<file path="config.mk">
export PLATFORM = sky130hd
export DESIGN_NAME = encode_sk_stream
export DESIGN_NICKNAME = d
export VERILOG_FILES = /design/src/rtl/encode_sk_stream.sv
export SDC_FILE = /design/constraint.sdc
export NUM_CORES = 1
export LEC_CHECK = 0
export BUFFER_PORTS_ARGS = -buffer_cell sky130_fd_sc_hd__buf_2
export CAP_MARGIN = 15
export CORE_ASPECT_RATIO = 0.6
export CORE_UTILIZATION = 45
export DETAILED_ROUTE_END_ITERATION = 8
export PLACE_DENSITY = 0.68
export SYNTH_ARGS = -nofsm -noshare
export SYNTH_HDL_FRONTEND = slang
export SYNTH_SLANG_ARGS = --single-unit
</file>
<file path="constraint.sdc">
create_clock -name clk -period 1.9 [get_ports clk]
set_clock_uncertainty 0.2 [all_clocks]
set_input_delay 0.095 -clock clk [delete_from_list [all_inputs] [get_ports clk]]
set_output_delay 0.095 -clock clk [all_outputs]
set_load 0.005 [all_outputs]
</file>
<file path="src/rtl/encode_sk_stream.sv">
// Streaming ByteEncode_12 for the secret key s. Coefficients are reduced to
// [0, q-1], and each pair of coefficients is packed into three bytes on a valid/ready stream.
module encode_sk_stream #(
    parameter int KYBER_N       = 256,
    parameter int KYBER_K       = 3,
    parameter int KYBER_R_WIDTH = 12,
    parameter int KYBER_Q       = 3329
) (
    input  logic                     clk,
    input  logic                     rst,
    input  logic                     start,
    input  logic [KYBER_R_WIDTH-1:0] coeff_in,
    input  logic                     coeff_valid,
    output logic                     coeff_ready,
    output logic [7:0]               byte_out,
    output logic                     byte_valid,
    input  logic                     byte_ready,
    output logic                     byte_last,
    output logic                     busy,
    output logic                     done
);

    localparam int NUM_COEFFS = KYBER_K * KYBER_N;
    localparam int NUM_BYTES  = NUM_COEFFS * KYBER_R_WIDTH / 8;
    localparam int CW         = $clog2(NUM_COEFFS);
    localparam int BW         = $clog2(NUM_BYTES);

    localparam logic [CW-1:0]            LAST_COEFF = CW'(NUM_COEFFS - 1);
    localparam logic [BW-1:0]            LAST_BYTE  = BW'(NUM_BYTES - 1);
    localparam logic [KYBER_R_WIDTH-1:0] Q          = KYBER_R_WIDTH'(KYBER_Q);

    typedef enum logic [2:0] {
        IDLE,
        GET_A,
        GET_B,
        EMIT0,
        EMIT1,
        EMIT2
    } state_t;

    state_t                   state;
    logic [CW-1:0]            coeff_cnt;
    logic [BW-1:0]            byte_cnt;
    logic [KYBER_R_WIDTH-1:0] a;
    logic [KYBER_R_WIDTH-1:0] b;

    // A 12-bit input is below 2q, so one conditional subtract gives a canonical result.
    function automatic logic [KYBER_R_WIDTH-1:0] red(input logic [KYBER_R_WIDTH-1:0] x);
        return (x >= Q) ? x - Q : x;
    endfunction

    always_ff @(posedge clk) begin
        if (rst) begin
            state       <= IDLE;
            coeff_cnt   <= '0;
            byte_cnt    <= '0;
            a           <= '0;
            b           <= '0;
            coeff_ready <= 1'b0;
            byte_out    <= 8'h00;
            byte_valid  <= 1'b0;
            byte_last   <= 1'b0;
            busy        <= 1'b0;
            done        <= 1'b0;
        end else begin
            done <= 1'b0;
            case (state)
                IDLE: begin
                    if (start) begin
                        state       <= GET_A;
                        busy        <= 1'b1;
                        coeff_ready <= 1'b1;
                        coeff_cnt   <= '0;
                        byte_cnt    <= '0;
                    end
                end
                GET_A: begin
                    if (coeff_valid) begin
                        a         <= red(coeff_in);
                        coeff_cnt <= coeff_cnt + CW'(1);
                        state     <= GET_B;
                    end
                end
                GET_B: begin
                    // Byte 0 depends only on a, so it can be presented on the next cycle.
                    if (coeff_valid) begin
                        b           <= red(coeff_in);
                        coeff_ready <= 1'b0;
                        byte_valid  <= 1'b1;
                        byte_out    <= a[7:0];
                        byte_last   <= (byte_cnt == LAST_BYTE);
                        state       <= EMIT0;
                    end
                end
                EMIT0: begin
                    if (byte_ready) begin
                        byte_out  <= {b[3:0], a[11:8]};
                        byte_cnt  <= byte_cnt + BW'(1);
                        byte_last <= (byte_cnt + BW'(1) == LAST_BYTE);
                        state     <= EMIT1;
                    end
                end
                EMIT1: begin
                    if (byte_ready) begin
                        byte_out  <= b[11:4];
                        byte_cnt  <= byte_cnt + BW'(1);
                        byte_last <= (byte_cnt + BW'(1) == LAST_BYTE);
                        state     <= EMIT2;
                    end
                end
                EMIT2: begin
                    if (byte_ready) begin
                        byte_valid <= 1'b0;
                        byte_out   <= 8'h00;
                        byte_last  <= 1'b0;
                        if (coeff_cnt == LAST_COEFF) begin
                            state <= IDLE;
                            busy  <= 1'b0;
                            done  <= 1'b1;
                        end else begin
                            byte_cnt    <= byte_cnt + BW'(1);
                            coeff_cnt   <= coeff_cnt + CW'(1);
                            coeff_ready <= 1'b1;
                            state       <= GET_A;
                        end
                    end
                end
                default: state <= IDLE;
            endcase
        end
    end

endmodule
</file>
==> results of run 1 <==
[flip-flops by register name, indices dropped and copies added, names as in the netlist, 3 cells and up]
name	flops
byte_cnt	11
byte_out	8
state	3
a	12
coeff_cnt	10
b	12
[kinds of logic after synthesis]
family,Yosys count
adders and majority gates,4
DFF,61
muxes,10
xor gates and xnor gates,17
and+or+nand+nor,150
buffers and inverters,36
AOI/OAI and AO/OA,121
[power breakdown]
part	switching [W]	internal (W)	total, W
registers	0.0000414	0.00134	0.00138
logic	0.000337	0.000266	0.000602
clock network	0.000540	0.000904	0.00144
[cell usage in the layout, fill, tap and decap left out, drive strengths merged, types with 8 or more instances in the layout]
master / count
o21ai: 29
buf: 93
dlygate4sd3: 9
xnor2: 8
xor2: 9
nand2: 47
inv: 8
clkbuf: 13
a221oi: 8
nor3: 12
nand3: 22
dfxtp: 61
a311o: 8
a21oi: 38
mux2i: 8
nor2: 33
[worst paths after layout]
check                           startpoint                       end  slack, ps  cells past startpoint
setup reg to reg     state[0]$_SDFFE_PP0P_    byte_last$_SDFFE_PP0P_        -50                      8
hold / removal                coeff_in[11]        a[11]$_SDFFE_PP0P_         20                      5
hold reg to reg   byte_out[6]$_SDFFE_PP0P_  byte_out[6]$_SDFFE_PP0P_        250                      2
setup / recovery     state[0]$_SDFFE_PP0P_    byte_last$_SDFFE_PP0P_        -50                      8
[layer usage]
metal | global-route usage | share of wire | vias to the layer above
met1 | 0.350 | 0.49 | 1620
met2 | 0.380 | 0.43 | 98
li1 | - | - | 1655
met4 | 0.0794 | 0.011 | 0
met3 | 0.0718 | 0.064 | 12
met5 | 0 | 0 | -
[critical path, delay by kind of cell, from the launching register on]
| kind | cells | cell delay [ps] |
|---|---|---|
| AOI/OAI and AO/OA | 3 | 430 |
| DFF | 1 | 340 |
| and+or+nand+nor | 2 | 460 |
| buffers and inverters | 3 | 420 |
[final cells by class]
cell class / count / area (um^2)
fill: 569 / 2410
multi-input combinational: 303 / 2000
clock buffer: 13 / 250
timing repair buffer: 102 / 747
sequential: 61 / 1230
tap: 87 / 109
inverter: 8 / 30.0
clock inverter: 2 / 10.0
[through the flow]
stage	setup slack, ps	hold WS [ps]	std cells	setup TNS, ps	total power (W)
after floorplan	15.3	-32.9	399	0	0.00169
after global placement	-97.2	209	544	-995	0.00190
after detailed placement	-182	211	544	-2880	0.00192
after CTS	9.49	10.0	568	0	0.00338
after global routing	-127	50.0	576	-869	0.00357
final	-45.9	20.8	576	-63.3	0.00343
[what timing repair did]
action | in CTS | in global routing
endpoints found under the setup margin | 29 | 42
gates cloned | 0 | 2
gates resized for setup | 9 | 44
endpoints found under the hold margin | 23 | 0
buffers inserted | 0 | 6
pin swaps | 3 | 10
hold buffers | 9 | 0
==> impl_results.md, run 1 <==
- Post-synthesis mux area share: 0.0320
- H-tree depth: 3
- HPWL Detailed: 6.15 mm
- Core Area: 6790 um^2
- Slowest stage delay, CP: 350 ps
- Total GRT Usage: 0.252
- Final GP Congestion: 0.830
- Crit Path Max Fanout: 6
- Compound-Gate Fraction of Synth Area: 0.249
- Final WS setup: -45.9 ps
- Grt ovf: 0
- Input/output buffers: 29
- Synth Area in Adders: 0.0156
- # Max-Cap Violations: 0
- Std-Cell Rows: 23
- # setup viols final: 2
- Crit Path Class: flop to flop
- Slew @ Worst Pin: 528 ps
- Asr flop ratio synth: 0
- N_diodes: 0
- CTS Buf Count: 9
- Antenna violation net count after detailed routing: 0
- Initial Util: 0.473
- Nets: 506
- Seq cells post-synth: 61
- Hold crit path type: input port to flop
- Yosys cell types: 51
- Clock Latency Late Sink: 330 ps
- Post-Synth XOR/XNOR Area: 0.0464
- Placed cell areas: 3780 um^2
- Count leader, synth: dfxtp_1
- IO Count: 30
- Crit-path cells: buf_6 > buf_4 > nor2_2 > a21oi_1 > buf_4 > nor4b_1 > a211oi_1 > o41ai_1
- Ys Warns: 0
- Via count: 3385
- Minimum clock period: 1950 ps
- Layout area overhead: 36.4%
- Pwr/cell area: 783 nW/um^2
- Critical Path Source Type: flop
- Drt drc: 6
- Post-synth EDFFs: 0
- CP Capture Type: flop
- Final Max Tran Viols: 0
- Post-synth top area cell: dfxtp_1
- Main combinational cell family by area after synthesis: compound AO/OA/AOI/OAI gates
- Vias in the first global route: 3019
- Failing checks: DRC, setup timing
- Chip Height: 67.4 um
- Die area: 7480 um^2
- Sequential share of the synthesized area: 0.381
- Fmax: 514 MHz
- Post-Syn Area: 3210 um^2
- Syn Area/Cell: 8.04 um^2
- Finished Cell Area: 4380 um^2
- Antenna violations before repair: 0
- Max-slew headroom: 0.645
- Outcome: complete, but fails checks
- Post-Route WL: 9.36 mm
- Clock transition at the registers of the reported paths: 50 ps
- Static leakage: 1.67 nW
- Syn Nets: 420
- Synth Flop Type: dfxtp_1
- Synth top area cells: dfxtp_1 38%, a21oi_1 5.8%, nand2_1 5.4%, o21ai_0 4.4%, nor2_1 3.6%
- Die Width: 111 um
- Most Frequent Cell on Critical Path: buf_4
- Fin crit share: 1.02
- Clock Root Buffer: clkbuf_16
- Final core occ: 0.645
- Most frequent cells after synthesis: 61 x dfxtp_1, 46 x nand2_1, 37 x a21oi_1
- Iter 0 DRT Violations: 306
- Cells after synthesis: 399
- Pre-Repair DR Iteration Count: 7
- First-pass GRT wire length: 14.6 mm
- Req. time, crit path: 1930 ps
- Unrepaired setup endpoints after global routing: true
- Peak supply drop: 0.820 mV
- Crit-path slowest cell: nor4b_1
- Clock sink count: 61
- Share of cells above drive strength 1: 0.315
- Largest net degree at the start of global routing: 24
- Final hold vios: 0
- CTS tree: done
- Share of the synthesized area in the top cell type: 0.381
- Routed vias/inst: 5.88
- Clock Tree Buf Depth: 2
- Arr. time, crit path: 1980 ps
- Post-Synth Simple-Gate Area: 0.230
- DR WL/cell: 16.3 um
Note: power is estimated with default switching activity, not from simulation.
==> inputs of run 2 (changes only) <==
--- a/config.mk
+++ b/config.mk
@@ -5,12 +5,14 @@
 export SDC_FILE = /design/constraint.sdc
 export NUM_CORES = 1
 export LEC_CHECK = 0
+export ABC_AREA = 1
 export BUFFER_PORTS_ARGS = -buffer_cell sky130_fd_sc_hd__buf_2
 export CAP_MARGIN = 15
 export CORE_ASPECT_RATIO = 0.6
 export CORE_UTILIZATION = 45
+export CTS_CLUSTER_DIAMETER = 200
 export DETAILED_ROUTE_END_ITERATION = 8
-export PLACE_DENSITY = 0.68
+export PLACE_DENSITY = 0.67
 export SYNTH_ARGS = -nofsm -noshare
 export SYNTH_HDL_FRONTEND = slang
 export SYNTH_SLANG_ARGS = --single-unit
==> impl_results.md, run 2 <==
- Outcome: completed
- Grt ovf: 0 (unchanged)
- Sequential share of the synthesized area: 0.355 (-0.0256)
- Clock sink count: 61 (unchanged)
- Crit Path Class: flop to flop
- Vias in the first global route: 3287 (+8.9%)
- Pre-Repair DR Iteration Count: 5 (-2)
- Share of cells above drive strength 1: 0.238 (-0.0768)
- Req. time, crit path: 1920 ps (about the same)
- Crit-path cells: inv_2 > nand3_1 > inv_1 > a21oi_4 > nand3_4 > o21ai_0 > nor2_1
- Final hold vios: 0 (unchanged)
- Crit-path slowest cell: dfxtp_2
- Post-synth top area cell: dfxtp_1
- Synth Flop Type: dfxtp_1
- Routed vias/inst: 5.11 (-13%)
- Total GRT Usage: 0.257 (+0.00485)
- FF+latch area: 1230 um^2 (-0.51%)
- Syn Nets: 556 (+32%)
- Clock Latency Late Sink: 340 ps (about the same)
- H-tree depth: 3 (unchanged)
- Hold slack: 28.8 ps (+7.95 ps)
- Minimum clock period: 1880 ps (-63.1 ps)
- Pwr/cell area: 1550 nW/um^2 (+98%)
- Nets: 646 (+28%)
- First-pass GRT wire length: 15.7 mm (+7.5%)
- Most frequent cells after synthesis: 130 x nand2_1, 85 x nor2_1, 75 x inv_1
- Seq cells post-synth: 61 (unchanged)
- Std-Cell Rows: 24 (+4.3%)
- Most frequent cells in the layout: 125 x nand2_1, 81 x nor2_1, 72 x inv_1
- Clock Tree Buf Depth: 2 (unchanged)
- Drt drc: 0 (-6)
- Hold crit path type: input port to flop
- CTS tree: done
- Post-synth EDFFs: 0 (unchanged)
- Critical Path Source Type: flop
- Static leakage: 2.16 nW (+29%)
- Post-Syn Area: 3440 um^2 (+7.2%)
- Antenna violation net count after detailed routing: 0 (unchanged)
- IO Count: 30 (unchanged)
- Arr. time, crit path: 1910 ps (-70 ps)
- Asr flop ratio synth: 0 (unchanged)
- Delay-heaviest family, CP: compound AO/OA/AOI/OAI gates
- Fin crit share: 0.991 (-0.0332)
- Clock transition at the registers of the reported paths: 50 ps (about the same)
- Antenna violations before repair: 0 (unchanged)
- Count leader, synth: nand2_1
- Chip Height: 69.7 um (+3.4%)
- Multi-input logic area: 1990 um^2 (-0.50%)
- Clock Root Buffer: clkbuf_16
- Slew @ Worst Pin: 448 ps (-80.4 ps)
- CTS Buf Count: 9 (unchanged)
- N_diodes: 0 (unchanged)
- Largest regs: a (12), b (12), byte_cnt (11)
- Yosys cell types: 30 (-41%)
- Die Width: 115 um (+3.5%)
- Post-Route WL: 10.2 mm (+9.2%)
- Final Max Tran Viols: 0 (unchanged)
- Via count: 3748 (+11%)
- Cells after synthesis: 535 (+34%)
- Input/output buffers: 29 (unchanged)
- Syn Area/Cell: 6.43 um^2 (-20%)
- Max-slew headroom: 0.701 (+0.0564)
- Fmax: 531 MHz (+3.4%)
- Most common cell after layout, fill and taps aside: nand2_1
- Largest net degree at the start of global routing: 31 (+29%)
- Peak supply drop: 0.759 mV (-7.5%)
- # Max-Cap Violations: 0 (unchanged)
- Final core occ: 0.642 (-0.00271)
- Crit Path Max Fanout: 5 (-1)
- Slowest stage delay, CP: 390 ps (+40 ps)
- HPWL Detailed: 6.72 mm (+9.3%)
- CP bufs+invs: 2 (-1)
- Core Area: 7330 um^2 (+7.9%)
- Iter 0 DRT Violations: 347 (+13%)
- # setup viols final: 0 (-2)
- DR WL/cell: 13.9 um (-14%)
- Layout area overhead: 36.7%
- Ys Warns: 0 (unchanged)
- Synth top area cells: dfxtp_1 35%, nand2_1 14%, nor2_1 9.3%, inv_1 8.2%, nand3_1 6.5%
- Unrepaired setup endpoints after global routing: true
- Final GP Congestion: 0.896 (+7.9%)
- Share of the synthesized area in the top cell type: 0.355 (-0.0256)
- Initial Util: 0.470 (-0.00295)
- FILL cells: 661 (+16%)
- Die area: 8010 um^2 (+7.0%)
- CP Capture Type: flop
[run 2: changes by cell type after synthesis, sizes merged, moves of 8 or more]
cell / change
nand2: +86
inv: +71
nor2: +59
nand3: +27
clkbuf: -11
a221oi: -8
a311o: -8
mux2i: -8
o221ai: +8
[run 2: worst min-delay path: cells and delay by family]
kind / cells / cell delay, ps
AND/OR/NAND/NOR: 3 / 210
buffers and inverters: 2 / 150
XOR/XNOR: 1 / 70
[run 2: final cells by class]
| cell class | count | area share |
|---|---|---|
| Clock inverter | 6 | 0.0184 |
| Clock buffer | 10 | 0.0508 |
| Multi-Input combinational cell | 382 | 0.423 |
| Tap cell | 104 | 0.0277 |
| Timing Repair Buffer | 90 | 0.153 |
| Sequential cell | 61 | 0.261 |
| Inverter | 80 | 0.0652 |
| Timing Repair inverter | 1 | 0.00160 |
[run 2: power by group]
part	internal [W]	switching (W)	leakage, nW
clock network	0.00118	0.000597	0.158
registers	0.00166	0.000268	0.500
logic	0.00145	0.00213	1.50
total	0.00429	0.00300	2.16
[run 2: routing by layer]
layer,track usage,vias to the layer above,share of wire
met5,0,-,0
met1,0.377,1690,0.48
met3,0.0743,18,0.11
li1,-,1879,-
met2,0.358,161,0.40
met4,0.0779,0,0.014
[run 2: final timing paths]
check / startpoint / endpoint / slack, ps / cells after the start
max: state[2]$_SDFFE_PP0P_ / byte_out[2]$_SDFFE_PP0P_ / 20 / 7
min: coeff_in[6] / b[6]$_SDFFE_PP0P_ / 30 / 6
max reg2reg: state[2]$_SDFFE_PP0P_ / byte_out[2]$_SDFFE_PP0P_ / 20 / 7
min reg2reg: byte_last$_SDFFE_PP0P_ / byte_last$_SDFFE_PP0P_ / 260 / 2
[run 2: stage by stage]
step / setup slack, ps / TNS, ps / total power (W) / cells / instance area, um^2
after floorplan: 2.79 / 0 / 0.00386 / 535 / 3440
after global placement: -54.4 / -54.4 / 0.00473 / 693 / 3960
after detailed placement: -117 / -300 / 0.00482 / 693 / 3960
after CTS: 1.97 / 0 / 0.00680 / 728 / 4480
after global routing: -91.2 / -970 / 0.00781 / 734 / 4700
final: 17.2 / 0 / 0.00729 / 734 / 4700
[run 2: kinds of logic after synthesis]
group | share of synthesized area
compound gates | 0.136
simple gates | 0.358
buf+inv | 0.108
xor+xnor | 0.0280
flops | 0.355
fa+ha+maj | 0.0145
[run 2: timing repair]
item / CTS / global route
hold endpoints to repair: 28 / 0
pin swaps: 2 / 14
hold buffers: 16 / 0
gates resized for setup: 3 / 48
cloned: 0 / 4
setup buffers: 3 / 2
endpoints found under the setup margin: 20 / 55
==> inputs of run 3 (changes only) <==
==> constraint.sdc (replaced) <==
create_clock -name clk -period 1.9 [get_ports clk]
set_clock_uncertainty 0.2 [all_clocks]
set_input_delay 0 -clock clk [delete_from_list [all_inputs] [get_ports clk]]
set_output_delay 0 -clock clk [all_outputs]
set_load 0.005 [all_outputs]
==> impl_results.md, run 3 (synthesis results as in run 2) <==
- Layout Cells excl Fill: 733 (-0.14%)
- Total GRT Usage: 0.261 (+0.00406)
- Setup TNS: 0 ps (unchanged)
- N_diodes: 0 (unchanged)
- Arr. time, crit path: 1850 ps (-60 ps)
- Antenna violations before repair: 0 (unchanged)
- Die area: 8010 um^2 (unchanged)
- FF+latch area: 1240 um^2 (+0.82%)
- R2R Setup Slk: 70 ps (+50 ps)
- CTS tree: done
- Most frequent cells in the layout: 126 x nand2_1, 78 x nor2_1, 73 x inv_1
- Fin crit share: 0.965 (-0.0257)
- HPWL Detailed: 6.77 mm (+0.69%)
- Post-Route WL: 9.81 mm (-4.1%)
- Hold slack: 60.4 ps (+31.6 ps)
- Chip Height: 69.7 um (unchanged)
- Final Max Tran Viols: 0 (unchanged)
- HP Start: coeff_in[4]
- Worst Reg-to-Reg Cells: 9 (+2)
- Drt drc: 0 (unchanged)
- Clock sink count: 61 (unchanged)
- # Max-Cap Violations: 0 (unchanged)
- Crit Path Class: flop to flop
- Die Width: 115 um (unchanged)
- FILL cells: 671 (+1.5%)
- Clock Root Buffer: clkbuf_16
- Share of cells above drive strength 1: 0.226 (-0.0123)
- Design Power: 0.00709 W (-2.7%)
- Dpl cells: 692 (-0.14%)
- H-tree depth: 3 (unchanged)
- Initial Util: 0.470 (unchanged)
- Max-slew headroom: 0.703 (+0.00200)
- Final GP Congestion: 0.882 (-1.5%)
- CP startpoint: state[0]$_SDFFE_PP0P_
- Nets: 645 (-0.15%)
- # setup viols final: 0 (unchanged)
- First-pass GRT wire length: 16.0 mm (+1.7%)
- Routed vias/inst: 5.06 (-0.88%)
- Clock Latency Late Sink: 330 ps (about the same)
- Clock transition at the registers of the reported paths: 50 ps (about the same)
- Slew @ Worst Pin: 440 ps (-7.16 ps)
- R2R Path Start: state[0]$_SDFFE_PP0P_
- Antenna violation net count after detailed routing: 0 (unchanged)
- Multi-input logic area: 1950 um^2 (-2.0%)
- Input/output buffers: 29 (unchanged)
- Final hold vios: 0 (unchanged)
- Placed cell areas: 3950 um^2 (-0.19%)
- Pwr/cell area: 1530 nW/um^2 (-1.1%)
- Most common cell after layout, fill and taps aside: nand2_1
- Vias in the first global route: 3377 (+2.7%)
- Largest regs: a (12), b (12), byte_cnt (11)
- CP Capture Type: flop
- Largest net degree at the start of global routing: 31 (unchanged)
- Iter 0 DRT Violations: 265 (-24%)
- Static leakage: 2.13 nW (-1.5%)
- Minimum clock period: 1830 ps (-48.8 ps)
- Outcome: completed
- Core Area: 7330 um^2 (unchanged)
- CTS Buf Count: 9 (unchanged)
- IO Count: 30 (unchanged)
- Req. time, crit path: 1920 ps (about the same)
- Crit Path Max Fanout: 5 (unchanged)
- Grt ovf: 0 (unchanged)
- Critical Path Source Type: flop
- Hold crit path type: input port to flop
- Peak supply drop: 0.698 mV (-8.1%)
- Via count: 3710 (-1.0%)
- Fmax: 545 MHz (+2.7%)
- Worst hold endpoint: a[6]$_SDFFE_PP0P_
- Clock Tree Buf Depth: 2 (unchanged)
- Std-Cell Rows: 24 (unchanged)
- Finished Cell Area: 4630 um^2 (-1.6%)
- Layout area overhead: 34.5%
- Hold-critical path depth: 7 (+1)
- Worst reg2reg endpoint: state[0]$_SDFFE_PP0P_
- Unrepaired setup endpoints after global routing: true
- DR WL/cell: 13.4 um (-3.9%)
- Pre-Repair DR Iteration Count: 5 (unchanged)
-- run 3: changes by cell type in the layout (fill, tap and decap cells not counted), moves of 3 or more --
cell and change:
clkinvlp_4 -3, o21ai_2 -5, dfxtp_1 -4, o21ai_0 +4, nor2_1 -3, nor2_2 +3
-- run 3: worst max-delay path: stages (launching register included) --
cell and delay [ps]:
dfxtp_4 350, buf_4 130, nand3_2 90, nand2_4 80, inv_2 70, nor2_2 50, a21oi_2 180, nand3_1 240
o21ai_0 260, nor2_1 70
-- run 3: layer usage --
layer	wire (um)	track usage	part of all wire
met1	4850	0.380	0.49
met2	4150	0.373	0.42
met3	714	0.0787	0.073
met4	96	0.0577	0.0098
met5	0	0	0
-- run 3: what timing repair did --
| action | 4_1_cts | 5_1_grt |
|---|---|---|
| endpoints found under the setup margin | 14 | 40 |
| setup buffers | 5 | 1 |
| gates resized for setup | 3 | 44 |
| cloned | 0 | 1 |
| hold endpoints to repair | 41 | 0 |
| hold buffers | 18 | 0 |
| pin swaps | 1 | 12 |
-- run 3: how the worst max path moves through the flow --
stage,endpoint,slack [ps],depth (start not counted)
floorplan,coeff_cnt[0]$_SDFFE_PP0P_,3,9
detailed placement,byte_cnt[10]$_SDFFE_PP0P_,-110,11
CTS,byte_cnt[5]$_SDFFE_PP0P_,30,10
global placement,byte_cnt[10]$_SDFFE_PP0P_,-20,11
global route,byte_cnt[7]$_SDFFE_PP0P_,-20,10
finish,state[0]$_SDFFE_PP0P_,70,9
-- run 3: area by class of cell --
class / instances / area share
Multi-Input combinational cell: 381 / 0.421
Clock buffer: 11 / 0.0503
Clock inverter: 5 / 0.0162
Sequential cell: 61 / 0.267
Timing Repair Buffer: 91 / 0.151
Tap cell: 104 / 0.0281
Inverter: 80 / 0.0654
-- run 3: power by group --
part           switching, W  total [W]  leakage, nW  internal, W
sequential         0.000270    0.00194        0.503      0.00167
clock              0.000564    0.00170        0.153      0.00114
combinational       0.00202    0.00344         1.47      0.00143
-- run 3: stage by stage --
step | utilization | setup slack [ps]
after floorplan | - | 2.79
after global placement | 0.539 | -17.4
after detailed placement | 0.539 | -112
after CTS | 0.613 | 27.7
after global routing | 0.631 | -21.0
final | 0.631 | 66.0
